**config.mk**
```make
export PLATFORM = sky130hd
export DESIGN_NAME = mips_inst_encoder
export DESIGN_NICKNAME = d
export VERILOG_FILES = /design/src/rtl/mips_isa_pkg.sv /design/src/rtl/mips_inst_enc_core.sv /design/src/rtl/mips_inst_encoder.sv
export SDC_FILE = /design/constraint.sdc
export NUM_CORES = 1
export LEC_CHECK = 0
export ABC_CLOCK_PERIOD_IN_PS = 3100
export CAP_MARGIN = 40
export CORE_MARGIN = 8
export CORE_UTILIZATION = 45
export DETAILED_ROUTE_END_ITERATION = 8
export GPL_TIMING_DRIVEN = 0
export PLACE_DENSITY = 0.81
export SYNTH_ARGS = -nofsm -noshare
export SYNTH_HDL_FRONTEND = slang
export SYNTH_SLANG_ARGS = --single-unit
```
**constraint.sdc**
```tcl
create_clock -name clk -period 3.1 [get_ports clk]
set_clock_uncertainty 0.2 [all_clocks]
set_input_delay 0.93 -clock clk [delete_from_list [all_inputs] [get_ports clk]]
set_output_delay 0.93 -clock clk [all_outputs]
set_load 0.005 [all_outputs]
```
**src/rtl/mips_isa_pkg.sv**
```systemverilog
// Shared MIPS-I encoding constants, the loader mnemonic enumeration and encoder FSM states.
// The opcode/funct values match what the main control decoder and ALU control expect.
package mips_isa_pkg;

    localparam logic [5:0] OP_RTYPE = 6'b000000;
    localparam logic [5:0] OP_J     = 6'b000010;
    localparam logic [5:0] OP_JAL   = 6'b000011;
    localparam logic [5:0] OP_BEQ   = 6'b000100;
    localparam logic [5:0] OP_BNE   = 6'b000101;
    localparam logic [5:0] OP_ADDI  = 6'b001000;
    localparam logic [5:0] OP_ADDIU = 6'b001001;
    localparam logic [5:0] OP_SLTI  = 6'b001010;
    localparam logic [5:0] OP_SLTIU = 6'b001011;
    localparam logic [5:0] OP_ANDI  = 6'b001100;
    localparam logic [5:0] OP_ORI   = 6'b001101;
    localparam logic [5:0] OP_XORI  = 6'b001110;
    localparam logic [5:0] OP_LUI   = 6'b001111;
    localparam logic [5:0] OP_LW    = 6'b100011;
    localparam logic [5:0] OP_SW    = 6'b101011;

    localparam logic [5:0] FN_SLL  = 6'b000000;
    localparam logic [5:0] FN_SRL  = 6'b000010;
    localparam logic [5:0] FN_SRA  = 6'b000011;
    localparam logic [5:0] FN_SLLV = 6'b000100;
    localparam logic [5:0] FN_SRLV = 6'b000110;
    localparam logic [5:0] FN_SRAV = 6'b000111;
    localparam logic [5:0] FN_JR   = 6'b001000;
    localparam logic [5:0] FN_ADD  = 6'b100000;
    localparam logic [5:0] FN_ADDU = 6'b100001;
    localparam logic [5:0] FN_SUB  = 6'b100010;
    localparam logic [5:0] FN_SUBU = 6'b100011;
    localparam logic [5:0] FN_AND  = 6'b100100;
    localparam logic [5:0] FN_OR   = 6'b100101;
    localparam logic [5:0] FN_XOR  = 6'b100110;
    localparam logic [5:0] FN_NOR  = 6'b100111;
    localparam logic [5:0] FN_SLT  = 6'b101010;
    localparam logic [5:0] FN_SLTU = 6'b101011;

    typedef enum logic [5:0] {
        MN_NOP   = 6'd0,
        MN_ADD   = 6'd1,
        MN_ADDU  = 6'd2,
        MN_SUB   = 6'd3,
        MN_SUBU  = 6'd4,
        MN_AND   = 6'd5,
        MN_OR    = 6'd6,
        MN_XOR   = 6'd7,
        MN_NOR   = 6'd8,
        MN_SLT   = 6'd9,
        MN_SLTU  = 6'd10,
        MN_SLL   = 6'd11,
        MN_SRL   = 6'd12,
        MN_SRA   = 6'd13,
        MN_SLLV  = 6'd14,
        MN_SRLV  = 6'd15,
        MN_SRAV  = 6'd16,
        MN_JR    = 6'd17,
        MN_LW    = 6'd18,
        MN_SW    = 6'd19,
        MN_BEQ   = 6'd20,
        MN_BNE   = 6'd21,
        MN_ADDI  = 6'd22,
        MN_ADDIU = 6'd23,
        MN_ANDI  = 6'd24,
        MN_ORI   = 6'd25,
        MN_XORI  = 6'd26,
        MN_SLTI  = 6'd27,
        MN_SLTIU = 6'd28,
        MN_LUI   = 6'd29,
        MN_J     = 6'd30,
        MN_JAL   = 6'd31
    } mnem_e;

    typedef enum logic [2:0] {
        ST_IDLE  = 3'd0,
        ST_LOAD  = 3'd1,
        ST_FLUSH = 3'd2,
        ST_DONE  = 3'd3,
        ST_ERR   = 3'd4
    } encState_e;

    function automatic logic isShiftImm(input logic [5:0] mnem);
        return (mnem == MN_SLL) || (mnem == MN_SRL) || (mnem == MN_SRA);
    endfunction

endpackage

```
**src/rtl/mips_inst_enc_core.sv**
```systemverilog
// Combinational instruction encoder: mnemonic plus fields -> 32-bit MIPS word.
// Unused fields are always zeroed in the word; fieldViol reports that one was nonzero.
module mips_inst_enc_core
    import mips_isa_pkg::*;
(
    input  logic [5:0]  mnem,
    input  logic [4:0]  rs,
    input  logic [4:0]  rt,
    input  logic [4:0]  rd,
    input  logic [4:0]  shamt,
    input  logic [15:0] imm,
    input  logic [25:0] target,
    output logic [31:0] word,
    output logic        illegal,
    output logic        fieldViol
);

    logic [5:0] funct;
    logic [5:0] opcode;
    logic       isR;
    logic       isJ;
    logic [4:0] rsEff;
    logic [4:0] rtEff;
    logic [4:0] rdEff;
    logic [4:0] shEff;

    always_comb begin
        funct  = 6'b000000;
        opcode = OP_RTYPE;
        isR    = 1'b0;
        isJ    = 1'b0;
        case (mnem)
            MN_ADD:   begin isR = 1'b1; funct = FN_ADD;  end
            MN_ADDU:  begin isR = 1'b1; funct = FN_ADDU; end
            MN_SUB:   begin isR = 1'b1; funct = FN_SUB;  end
            MN_SUBU:  begin isR = 1'b1; funct = FN_SUBU; end
            MN_AND:   begin isR = 1'b1; funct = FN_AND;  end
            MN_OR:    begin isR = 1'b1; funct = FN_OR;   end
            MN_XOR:   begin isR = 1'b1; funct = FN_XOR;  end
            MN_NOR:   begin isR = 1'b1; funct = FN_NOR;  end
            MN_SLT:   begin isR = 1'b1; funct = FN_SLT;  end
            MN_SLTU:  begin isR = 1'b1; funct = FN_SLTU; end
            MN_SLL:   begin isR = 1'b1; funct = FN_SLL;  end
            MN_SRL:   begin isR = 1'b1; funct = FN_SRL;  end
            MN_SRA:   begin isR = 1'b1; funct = FN_SRA;  end
            MN_SLLV:  begin isR = 1'b1; funct = FN_SLLV; end
            MN_SRLV:  begin isR = 1'b1; funct = FN_SRLV; end
            MN_SRAV:  begin isR = 1'b1; funct = FN_SRAV; end
            MN_JR:    begin isR = 1'b1; funct = FN_JR;   end
            MN_LW:    opcode = OP_LW;
            MN_SW:    opcode = OP_SW;
            MN_BEQ:   opcode = OP_BEQ;
            MN_BNE:   opcode = OP_BNE;
            MN_ADDI:  opcode = OP_ADDI;
            MN_ADDIU: opcode = OP_ADDIU;
            MN_ANDI:  opcode = OP_ANDI;
            MN_ORI:   opcode = OP_ORI;
            MN_XORI:  opcode = OP_XORI;
            MN_SLTI:  opcode = OP_SLTI;
            MN_SLTIU: opcode = OP_SLTIU;
            MN_LUI:   opcode = OP_LUI;
            MN_J:     begin isJ = 1'b1; opcode = OP_J;   end
            MN_JAL:   begin isJ = 1'b1; opcode = OP_JAL; end
            default:  opcode = OP_RTYPE;
        endcase
    end

    // Field sanitising: shift-immediate and LUI ignore rs, JR uses rs only,
    // every other R-type has no shift amount.
    always_comb begin
        rsEff     = rs;
        rtEff     = rt;
        rdEff     = rd;
        shEff     = shamt;
        fieldViol = 1'b0;
        if (isShiftImm(mnem) || (mnem == MN_LUI)) begin
            rsEff     = 5'd0;
            fieldViol = (rs != 5'd0);
        end else if (mnem == MN_JR) begin
            rtEff     = 5'd0;
            rdEff     = 5'd0;
            shEff     = 5'd0;
            fieldViol = (rt != 5'd0) || (rd != 5'd0) || (shamt != 5'd0);
        end else if (isR) begin
            shEff     = 5'd0;
            fieldViol = (shamt != 5'd0);
        end
    end

    always_comb begin
        illegal = mnem[5];
        word    = 32'h0000_0000;
        if (mnem[5] || (mnem == MN_NOP)) begin
            word = 32'h0000_0000;
        end else if (isR) begin
            word = {OP_RTYPE, rsEff, rtEff, rdEff, shEff, funct};
        end else if (isJ) begin
            word = {opcode, target};
        end else begin
            word = {opcode, rsEff, rtEff, imm};
        end
    end

endmodule

```
**src/rtl/mips_inst_encoder.sv**
```systemverilog
// Program-load encoder: writes encoded MIPS words to imem from address 0, holding the CPU in reset.
// Define MIPS_INST_ENC_CHECK_EN to abort on nonzero unused fields instead of silently zeroing them.
module mips_inst_encoder
    import mips_isa_pkg::*;
#(
    parameter int ADDR_W = 8
) (
    input  logic              clk,
    input  logic              rst_n,
    input  logic              start,
    input  logic              in_valid,
    output logic              in_ready,
    input  logic [5:0]        in_mnem,
    input  logic [4:0]        in_rs,
    input  logic [4:0]        in_rt,
    input  logic [4:0]        in_rd,
    input  logic [4:0]        in_shamt,
    input  logic [15:0]       in_imm,
    input  logic [25:0]       in_target,
    input  logic              in_last,
    output logic              mem_we,
    output logic [ADDR_W-1:0] mem_addr,
    output logic [31:0]       mem_wdata,
    output logic              done,
    output logic              err,
    output logic              cpu_rst_n
);

    localparam logic [ADDR_W-1:0] ADDR_MAX = '1;
    localparam logic [ADDR_W-1:0] ADDR_ONE = {{(ADDR_W-1){1'b0}}, 1'b1};

    encState_e         state;
    logic [ADDR_W-1:0] addr;
    logic              wroteTop;
    logic [31:0]       encWord;
    logic              encIllegal;
    logic              encFieldViol;
    logic              badItem;
    logic              overflow;
    logic              accept;

    mips_inst_enc_core u_core (
        .mnem      (in_mnem),
        .rs        (in_rs),
        .rt        (in_rt),
        .rd        (in_rd),
        .shamt     (in_shamt),
        .imm       (in_imm),
        .target    (in_target),
        .word      (encWord),
        .illegal   (encIllegal),
        .fieldViol (encFieldViol)
    );

`ifdef MIPS_INST_ENC_CHECK_EN
    assign badItem = encIllegal | encFieldViol;
`else
    logic unusedFieldViol;
    assign unusedFieldViol = encFieldViol;
    assign badItem         = encIllegal;
`endif

    assign accept = in_valid & in_ready;
    // The top address stays put after its write, so wroteTop tells a second hit from the first.
    assign overflow = (addr == ADDR_MAX) && wroteTop && !in_last;

    always_ff @(posedge clk) begin
        if (!rst_n) begin
            state     <= ST_IDLE;
            addr      <= '0;
            wroteTop  <= 1'b0;
            in_ready  <= 1'b0;
            mem_we    <= 1'b0;
            mem_addr  <= '0;
            mem_wdata <= 32'h0000_0000;
            done      <= 1'b0;
            err       <= 1'b0;
            cpu_rst_n <= 1'b0;
        end else begin
            mem_we <= 1'b0;
            case (state)
                ST_IDLE, ST_DONE, ST_ERR: begin
                    if (start) begin
                        state     <= ST_LOAD;
                        addr      <= '0;
                        wroteTop  <= 1'b0;
                        in_ready  <= 1'b1;
                        done      <= 1'b0;
                        err       <= 1'b0;
                        cpu_rst_n <= 1'b0;
                    end
                end
                ST_LOAD: begin
                    if (accept) begin
                        if (badItem || overflow) begin
                            state    <= ST_ERR;
                            err      <= 1'b1;
                            in_ready <= 1'b0;
                        end else begin
                            mem_we    <= 1'b1;
                            mem_addr  <= addr;
                            mem_wdata <= encWord;
                            if (addr == ADDR_MAX) begin
                                wroteTop <= 1'b1;
                            end else begin
                                addr <= addr + ADDR_ONE;
                            end
                            if (in_last) begin
                                state    <= ST_FLUSH;
                                in_ready <= 1'b0;
                            end
                        end
                    end
                end
                ST_FLUSH: begin
                    state     <= ST_DONE;
                    done      <= 1'b1;
                    cpu_rst_n <= 1'b1;
                end
                default: begin
                    state <= ST_IDLE;
                end
            endcase
        end
    end

endmodule

```
==> run_results.csv, run 1 <==
group,metric,value,unit
floorplan,core-area,0.00676,sq mm
worst_setup_path,crit_type,"primary input to register",
yosys,avgSynthCellArea,7.89,sq um
global_route,grt_max_degree,20,
layout,fin_nets,595,
placement,gp_congestion,0.962,
yosys,synth_common_cells,"57 x nand2_1, 55 x dfxtp_1, 47 x a21oi_1, 22 x nor2_1, 21 x nand3_1",
worst_setup_path,start_kind,"primary input",
sta,hold_violations,0,
yosys,synth_edf_count,0,
global_route,grt-ovfl-total,0,
clocking,clock_latency,0.32,ns
clocking,clock_sinks,55,
route,viasPerCell,5.82,
placement,detailedPlace.worstSlack,-0.351,ns
yosys,syn-num-nets,471,
route,first_pass_iters,5,
sta,max_freq,329,MHz
route,wl,10.5,mm
floorplan,die_w,99.4,um
yosys,synth.distinct_cells,61,
floorplan,start_util,0.464,
outcome,outcome,"finished clean",
worst_setup_path,arrival,3.10,ns
yosys,synth_seq_cells,55,
min_path,min_path_type,"register to register",
route,antenna_left,0,
layout,final_cells,602,
yosys,async_flop_share,0,
worst_setup_path,crit_required,3.16,ns
route,drcViolationCount,0,
global_route,grt_util_all_layers,0.215,
clocking,cts-buffers-inserted,5,
yosys,postSynthCellCount,397,
pwr,finalPower,1.48,mW
sta,grt_setup_unrepaired,"false",
sta,fin_crit,3.04,ns
global_route,grt_pass1_wl,17.2,mm
yosys,yosysSeqAreaShare,0.352,
sta,worst_slack,0.0607,ns
route,drt_iter0_markers,191,
floorplan,fp-row-count,30,
sta,tightest_slew,0.743,ns
yosys,synth.area.top_cells,"dfxtp_1 35%, a21oi_1 7.5%, nand2_1 6.8%",
placement,dp.cells,592,
route,vias,3504,
sta,slew_viol_final,0,
clocking,cts-htree-levels,2,
yosys,synth_area,0.00313,sq mm
route,wl_per_cell,17.4,um
floorplan,pin_count,118,
floorplan,die_h,99.4,um
yosys,yosysMostFrequentCell,"nand2_1",
yosys,yosys.area.top_type,"dfxtp_1",
placement,dpl.hpwl,8.08,mm
worst_setup_path,crit_fanout,10,
job,drv_cap,0,
clocking,clk_pin_slew,0.11,ns
layout,layout-drive-gt1-share,0.0958,
clocking,cts_tree,"done",
yosys,ys_warn_count,0,
pwr,ir_drop,0.000180,V
global_route,grt_pass1_vias,3539,
placement,numPortBuffers,113,
layout,diodes,0,
clocking,cts_hold_buf,0,
sta,period_share,0.980,
clocking,clockBufferDepth,2,
layout,area_delta_synth_final,43.7,%
worst_setup_path,critPathCaptureType,"register",
pwr,power.density,329,mW/mm^2
sta,slew_headroom,0.498,
global_route,antenna_found_initial,0,
floorplan,die-area,0.00989,sq mm
pwr,p_leak,1.57,nW
yosys,synthFlopType,"dfxtp_1",
clocking,root_buffer,"clkbuf_8",
sta,finalSetupViolCount,0,
yosys,synth_top_area_share,0.352,
-- cells in the final DEF, fill, tap and decap left out, types with 5 or more instances in the layout --
master,synthesis,final
clkdlybuf4s50_1,0,113
nand2_1,57,57
dfxtp_1,55,55
a21oi_1,47,47
nor2_1,22,22
nand3_1,21,20
o21ai_0,20,20
clkbuf_1,18,17
a22oi_1,12,12
mux2_2,11,11
buf_2,7,9
a21o_1,7,7
inv_1,6,6
nor2b_1,6,6
nor3_1,7,6
a22o_1,6,6
mux2i_1,6,6
nand2b_1,5,5
buf_4,3,5
a211o_1,5,5
clkbuf_8,0,5
-- through the flow --
step	cell area (sq um)	TNS, ns	util	hold slack [ns]
after floorplan	3130	0	-	0.248
after global placement	4360	-5.95	0.646	0.242
after detailed placement	4370	-5.76	0.647	0.246
after CTS	4470	0	0.661	0.261
after global routing	4500	0	0.666	0.287
final	4500	0	0.666	0.258
-- logic make-up (layout without fill, tap and decap cells) --
kind of cell             count (synthesis)  in the layout  synth area share
XOR/XNOR                                 2              2           0.00559
AO/OA/AOI/OAI                          130            130             0.270
flip-flops                              55             55             0.352
AND/OR/NAND/NOR                        150            150             0.243
other                                    1              1           0.00120
multiplexers                            17             17            0.0587
adder cells (fa/ha/maj)                  1              1           0.00399
buffers and inverters                   41            166            0.0655
-- layout make-up --
type / instances / area, sq um
Clock inverter: 3 / 27.5
Inverter: 6 / 22.5
Sequential cell: 55 / 1100
Clock buffer: 5 / 68.8
Timing Repair Buffer: 117 / 1160
Multi-Input combinational cell: 301 / 1840
Tap cell: 80 / 100
Buffer: 35 / 185
Fill cell: 616 / 2250
-- worst max-delay path, stage by stage --
cell and delay (ns):
clkdlybuf4s50_1 0.46, buf_2 0.20, o211a_1 0.23, o311ai_0 0.66, buf_2 0.28, a22o_1 0.14, a22oi_1 0.06, nor2_1 0.13
-- registers in the layout, summed over array words and instances, names as in the netlist --
signal	count
mem_addr	8
in_ready	1
addr	8
err	1
state	3
mem_we	1
wroteTop	1
mem_wdata	31
cpu_rst_n	1
-- report_power, final --
part | leakage (nW) | internal, mW | switching (mW) | total, mW
clock network | 0.0467 | 0.168 | 0.277 | 0.445
logic | 1.08 | 0.164 | 0.150 | 0.314
registers | 0.444 | 0.716 | 0.00607 | 0.722
total | 1.57 | 1.05 | 0.433 | 1.48
-- worst paths after layout --
check,cells after the start,end,slack (ns),from
setup / recovery,8,mem_wdata[25],0.06,in_mnem[1]
hold / removal,2,mem_addr[0],0.26,mem_addr[0]
setup reg to reg,7,mem_wdata[14],0.65,addr[0]
hold reg to reg,2,mem_addr[0],0.26,mem_addr[0]
-- timing repair --
action	CTS	global route
hold endpoints to repair	0	0
endpoints found under the setup margin	0	20
gates resized for setup	0	6
buffers inserted	0	2
-- metal layers --
layer  vias to the layer above  global-route usage  share of wire  wire [um]
met5                         -                   0              0          0
met3                        15              0.0775           0.10       1050
met1                      1644               0.240           0.39       4110
met4                         0              0.0780          0.021        218
li1                       1690                   -              -          -
met2                       155               0.365           0.49       5100
Note: power is estimated with default switching activity, not from simulation.
==> inputs of run 2 (changes only) <==
--- a/config.mk
+++ b/config.mk
@@ -11,7 +11,7 @@
 export CORE_UTILIZATION = 45
 export DETAILED_ROUTE_END_ITERATION = 8
 export GPL_TIMING_DRIVEN = 0
-export PLACE_DENSITY = 0.81
+export PLACE_DENSITY = 0.79
 export SYNTH_ARGS = -nofsm -noshare
 export SYNTH_HDL_FRONTEND = slang
 export SYNTH_SLANG_ARGS = --single-unit
==> run 2 against run 1 <==
  * Utilization grew 0.15 points
  * Fmax grew 2.9%
  * Power fell by 0.77%
  * First-iteration DRC count down 2.6%
  * Sequential share of layout area shrank 0.054 points
  * Count of clock-buffer cells in the layout stayed put
  * Die area stayed put
  * Clock power fell by 3%
  * Combinational power barely moved
  * Critical path type unchanged
  * Critical endpoint is now mem_wdata[1]
  * Highest routed layer unchanged
==> run_results.csv, run 2 (synthesis results as in run 1) <==
group,metric,value,unit
worst_setup_path,r2r-end,"mem_wdata[14]",
layout,final_common_cell,"clkdlybuf4s50_1",
route,vias,3480,
worst_setup_path,endpoint,"mem_wdata[1]",
sta,slew_viol_final,0,
layout,final_cells,603,
worst_setup_path,crit_required,3.08,ns
floorplan,die-area,0.00989,sq mm
placement,gp_congestion,0.930,
layout,fillCellCount,598,
worst_setup_path,worstRegToRegCells,7,
global_route,grt_pass1_wl,16.8,mm
layout,diodes,0,
layout,final_cell_mix,"113 x clkdlybuf4s50_1, 57 x nand2_1, 55 x dfxtp_1",
clocking,cts_tree,"done",
sta,slew_headroom,0.615,
worst_setup_path,crit_fanout,10,
sta,finalSetupViolCount,0,
layout,fin_nets,596,
pwr,p_leak,1.57,nW
global_route,grt_util_all_layers,0.209,
layout,top_register,"mem_wdata",
route,drt_iter0_markers,186,
worst_setup_path,cp_cell_sequence,"clkdlybuf4s50_1 -> buf_2 -> nand3_2 -> nor2_4 -> buf_4 -> mux2_2 -> a222oi_1 -> a211oi_1",
clocking,clock_sinks,55,
route,viasPerCell,5.77,
global_route,grt_pass1_vias,3557,
route,wl_per_cell,17.2,um
layout,area_delta_synth_final,44.1,%
sta,tightest_slew,0.577,ns
sta,fin_hold_ws,0.260,ns
placement,dp.cells,592,
global_route,antenna_found_initial,0,
global_route,grt_max_degree,20,
worst_setup_path,cp_slowest_stage_delay,0.53,ns
sta,hold_violations,0,
floorplan,die_w,99.4,um
worst_setup_path,r2r_start,"addr[0]",
layout,design_area,0.00451,sq mm
worst_setup_path,startpoint,"in_mnem[2]",
min_path,min_path_type,"register to register",
worst_setup_path,r2r_slack,0.62,ns
clocking,clockBufferDepth,2,
route,wl,10.4,mm
placement,dpl.hpwl,8.03,mm
sta,fin_tns_setup,0,ns
worst_setup_path,critPathCaptureType,"register",
sta,grt_setup_unrepaired,"false",
layout,final_core_util,0.668,
clocking,cts-buffers-inserted,5,
worst_setup_path,crit_type,"primary input to register",
layout,largestRegisters,"mem_wdata: 31 flops, addr: 8 flops, mem_addr: 8 flops",
outcome,outcome,"finished clean",
floorplan,core-area,0.00676,sq mm
job,drv_cap,0,
route,drcViolationCount,0,
route,antenna_left,0,
placement,dpl-instance-area,0.00437,sq mm
pwr,power.density,326,mW/mm^2
layout,layout-drive-gt1-share,0.0956,
sta,fin_crit,2.95,ns
pwr,finalPower,1.47,mW
clocking,clk_pin_slew,0.11,ns
pwr,ir_drop,0.000223,V
worst_setup_path,start_kind,"primary input",
clocking,clock_latency,0.32,ns
layout,largest_reg_flops,31,
floorplan,fp-row-count,30,
global_route,grt-ovfl-total,0,
placement,detailedPlace.worstSlack,-0.403,ns
placement,numPortBuffers,113,
floorplan,pin_count,118,
sta,worst_slack,0.145,ns
floorplan,start_util,0.464,
worst_setup_path,arrival,2.94,ns
clocking,cts_hold_buf,0,
sta,period_share,0.953,
worst_setup_path,worst_path_max_delay_cell,"clkdlybuf4s50_1",
clocking,root_buffer,"clkbuf_8",
floorplan,die_h,99.4,um
clocking,cts-htree-levels,2,
route,first_pass_iters,5,
sta,max_freq,338,MHz
run 2: routing by layer:
metal | wire length [um] | GRT usage | up-vias
li1 | - | - | 1694
met1 | 4220 | 0.230 | 1598
met2 | 4980 | 0.355 | 170
met3 | 939 | 0.0768 | 18
met4 | 265 | 0.0815 | 0
met5 | 0 | 0 | -
run 2: worst min path at each step:
| stage | end | depth (start not counted) | from | slack [ns] |
|---|---|---|---|---|
| detailed placement | mem_wdata[29] | 2 | mem_wdata[29] | 0.25 |
| floorplan | mem_wdata[31] | 2 | mem_wdata[31] | 0.25 |
| global placement | mem_wdata[17] | 2 | mem_wdata[17] | 0.24 |
| CTS | mem_wdata[19] | 2 | mem_wdata[19] | 0.26 |
| global route | mem_wdata[27] | 2 | mem_wdata[27] | 0.28 |
| finish | mem_wdata[17] | 2 | mem_wdata[17] | 0.26 |
run 2: critical path, delay by kind of cell:
family / cells / cell delay [ns]
multiplexers: 1 / 0.34
AO/OA/AOI/OAI: 2 / 0.33
AND/OR/NAND/NOR: 2 / 0.40
buffers and inverters: 3 / 0.93
run 2: cell type report:
cell class / instances / area, sq um / area share
multi-input cells: 301 / 1850 / 0.409
repair buffers: 118 / 1160 / 0.258
flip-flops and latches: 55 / 1100 / 0.244
plain buffers: 35 / 183 / 0.0405
well taps: 80 / 100 / 0.0222
clock buffers: 5 / 68.8 / 0.0153
clock inverters: 3 / 27.5 / 0.00610
inverters: 6 / 22.5 / 0.00499
run 2: power breakdown:
group	switching (mW)	internal, mW
Combinational	0.151	0.164
Clock	0.265	0.168
Sequential	0.00623	0.716
Total	0.422	1.05
run 2: repair_timing:
item                                    in CTS  in global routing
endpoints found under the setup margin       5                 16
pin swaps                                    0                  1
resized for setup                            1                  4
cloned                                       0                  0
setup buffers                                0                  3
==> inputs of run 3 (changes only) <==
--- a/config.mk
+++ b/config.mk
@@ -5,6 +5,7 @@
 export SDC_FILE = /design/constraint.sdc
 export NUM_CORES = 1
 export LEC_CHECK = 0
+export ABC_AREA = 1
 export ABC_CLOCK_PERIOD_IN_PS = 3100
 export CAP_MARGIN = 40
 export CORE_MARGIN = 8
==> run 3 against run 2 <==
  * Cell count rose by 17%
  * Via count rose by 3.2%
  * Count of clock-buffer cells in the layout rose by 1
  * Non-clock buffer count fell by 13
  * Design area rose by 2.8%
  * Worst setup slack improved by 0.055 ns
  * Fmax rose by 1.9%
  * Register-to-register slack improved by 0.25 ns
  * Critical path type unchanged
  * Largest power group unchanged
==> run_results.csv, run 3 <==
group,metric,value,unit
outcome,outcome,"finished clean",
sta,grt_setup_unrepaired,"false",
worst_setup_path,arrival,2.89,ns
clocking,clockBufferDepth,2,
worst_setup_path,start_kind,"primary input",
worst_setup_path,crit_fanout,10,
worst_setup_path,cp_slowest_stage_delay,0.63,ns
layout,area_delta_synth_final,43.3,%
clocking,cts_tree,"done",
sta,slew_viol_final,0,
worst_setup_path,critPathCaptureType,"register",
layout,top_register,"mem_wdata",
layout,largestRegisters,"mem_wdata: 31 flops, addr: 8 flops, mem_addr: 8 flops",
worst_setup_path,cp_cell_sequence,"clkdlybuf4s50_1 -> inv_2 -> nor2_1 -> nand2_1 -> clkbuf_1 -> or2_0 -> o21ai_0 -> nand3_1 -> nand3_2 -> a21oi_2",
layout,fillCellCount,685,
yosys,synthFlopType,"dfxtp_1",
route,drcViolationCount,0,
clocking,clk_pin_slew,0.10,ns
route,wl,10.2,mm
global_route,grt-ovfl-total,0,
global_route,grt_pass1_vias,3515,
floorplan,die-area,0.0102,sq mm
yosys,synth_area,0.00324,sq mm
floorplan,start_util,0.456,
yosys,synth_top_family_by_area,"simple AND/OR/NAND/NOR gates",
clocking,cts_resized,0,
sta,tightest_slew,0.596,ns
pwr,ir_drop,0.000178,V
sta,hold_violations,0,
yosys,yosysSeqAreaShare,0.340,
yosys,async_flop_share,0,
floorplan,die_h,101,um
clocking,post_cts_buffers,0,
pwr,p_leak,1.80,nW
yosys,synthSimpleGateAreaFrac,0.375,
placement,gp_congestion,0.886,
sta,period_share,0.936,
yosys,synth_common_cells,"137 x nand2_1, 55 x dfxtp_1, 48 x a21oi_1, 35 x nand3_1, 31 x nor2_1",
yosys,avgSynthCellArea,6.69,sq um
route,drt_iter0_markers,156,
yosys,synthXorXnorAreaFrac,0.00271,
global_route,grt_max_degree,17,
layout,largest_reg_flops,31,
global_route,grt_util_all_layers,0.200,
clocking,cts_hold_buf,0,
placement,dpl-instance-area,0.00452,sq mm
placement,dpl.hpwl,8.15,mm
layout,final_core_util,0.654,
floorplan,pin_count,118,
yosys,yosys.area.top_type,"dfxtp_1",
layout,final_cells,707,
clocking,cts-buffers-inserted,5,
layout,design_area,0.00464,sq mm
floorplan,core-area,0.00710,sq mm
global_route,antenna_found_initial,0,
route,viasPerCell,5.08,
yosys,synth.area.top_cells,"dfxtp_1 34%, nand2_1 16%, a21oi_1 7.4%",
sta,fin_tns_setup,0,ns
route,antenna_left,0,
placement,dp.cells,699,
pwr,power.density,400,mW/mm^2
sta,slew_headroom,0.602,
layout,final_cell_mix,"137 x nand2_1, 116 x clkdlybuf4s50_1, 55 x dfxtp_1",
sta,max_freq,345,MHz
layout,diodes,0,
worst_setup_path,worst_path_max_delay_cell,"clkdlybuf4s50_1",
sta,finalSetupViolCount,0,
placement,numPortBuffers,116,
route,first_pass_iters,4,
layout,final_common_cell,"nand2_1",
layout,layout-drive-gt1-share,0.138,
sta,fin_hold_ws,0.266,ns
global_route,grt_pass1_wl,16.5,mm
yosys,ys_warn_count,0,
route,vias,3592,
layout,fin_nets,681,
floorplan,fp-row-count,31,
sta,fin_crit,2.90,ns
yosys,synth.distinct_cells,36,
worst_setup_path,crit_type,"primary input to register",
yosys,synth_compound_area_frac,0.193,
yosys,synthAdderAreaFrac,0.00387,
floorplan,die_w,101,um
yosys,syn-num-nets,558,
yosys,yosysMostFrequentCell,"nand2_1",
job,drv_cap,0,
worst_setup_path,crit_required,3.09,ns
min_path,min_path_type,"register to register",
clocking,clock_sinks,55,
route,wl_per_cell,14.5,um
yosys,synth_top_area_share,0.340,
yosys,synth_edf_count,0,
yosys,postSynthCellCount,484,
yosys,synth_mux_area_frac,0,
yosys,synth_seq_cells,55,
clocking,cts-htree-levels,2,
clocking,root_buffer,"clkbuf_8",
clocking,clock_latency,0.31,ns
==> run 3: final timing paths <==
path / startpoint / end / slack, ns / cells after the start
worst max-delay path: in_mnem[1] / mem_wdata[15] / 0.20 / 10
worst min-delay path: mem_wdata[21] / mem_wdata[21] / 0.27 / 2
worst max register to register: addr[0] / mem_wdata[1] / 0.87 / 9
worst min register to register: mem_wdata[21] / mem_wdata[21] / 0.27 / 2
==> run 3: cell families (layout without fill, tap and decap cells) <==
logic type / Yosys count / count (layout)
flip-flops: 55 / 55
other: 1 / 1
AND/OR/NAND/NOR: 256 / 256
AO/OA/AOI/OAI: 108 / 108
XOR/XNOR: 1 / 1
buffers and inverters: 62 / 186
adder cells (fa/ha/maj): 1 / 1
==> run 3: layout make-up <==
| type | count | area [sq um] | area share |
|---|---|---|---|
| Clock inverter | 2 | 35.0 | 0.00755 |
| Inverter | 38 | 143 | 0.0307 |
| Multi-Input combinational cell | 367 | 1860 | 0.401 |
| Buffer | 24 | 131 | 0.0283 |
| Sequential cell | 55 | 1100 | 0.237 |
| Tap cell | 99 | 124 | 0.0267 |
| Clock buffer | 6 | 82.6 | 0.0178 |
| Timing Repair Buffer | 116 | 1160 | 0.250 |
==> run 3: critical path: cells and delay by family <==
family                 cells  cell delay, ns
AOI/OAI and AO/OA          2            0.14
buffers and inverters      3            0.94
and+or+nand+nor            5            0.87
==> run 3: where the power goes <==
| part | internal (mW) | switching (mW) |
|---|---|---|
| registers | 0.750 | 0.0329 |
| clock network | 0.262 | 0.233 |
| logic | 0.252 | 0.326 |
| total | 1.26 | 0.592 |
==> run 3: metal layers <==
| metal | up-vias | GRT usage | part of all wire |
|---|---|---|---|
| li1 | 1833 | - | - |
| met1 | 1655 | 0.242 | 0.43 |
| met2 | 92 | 0.347 | 0.50 |
| met3 | 12 | 0.0387 | 0.053 |
| met4 | 0 | 0.0570 | 0.015 |
| met5 | - | 0 | 0 |
==> run 3: metrics by stage <==
stage	worst slack [ns]	total power [mW]
after floorplan	0.794	1.14
after global placement	-0.0743	1.36
after detailed placement	-0.100	1.37
after CTS	0.235	1.87
after global routing	0.0520	1.97
final	0.200	1.86
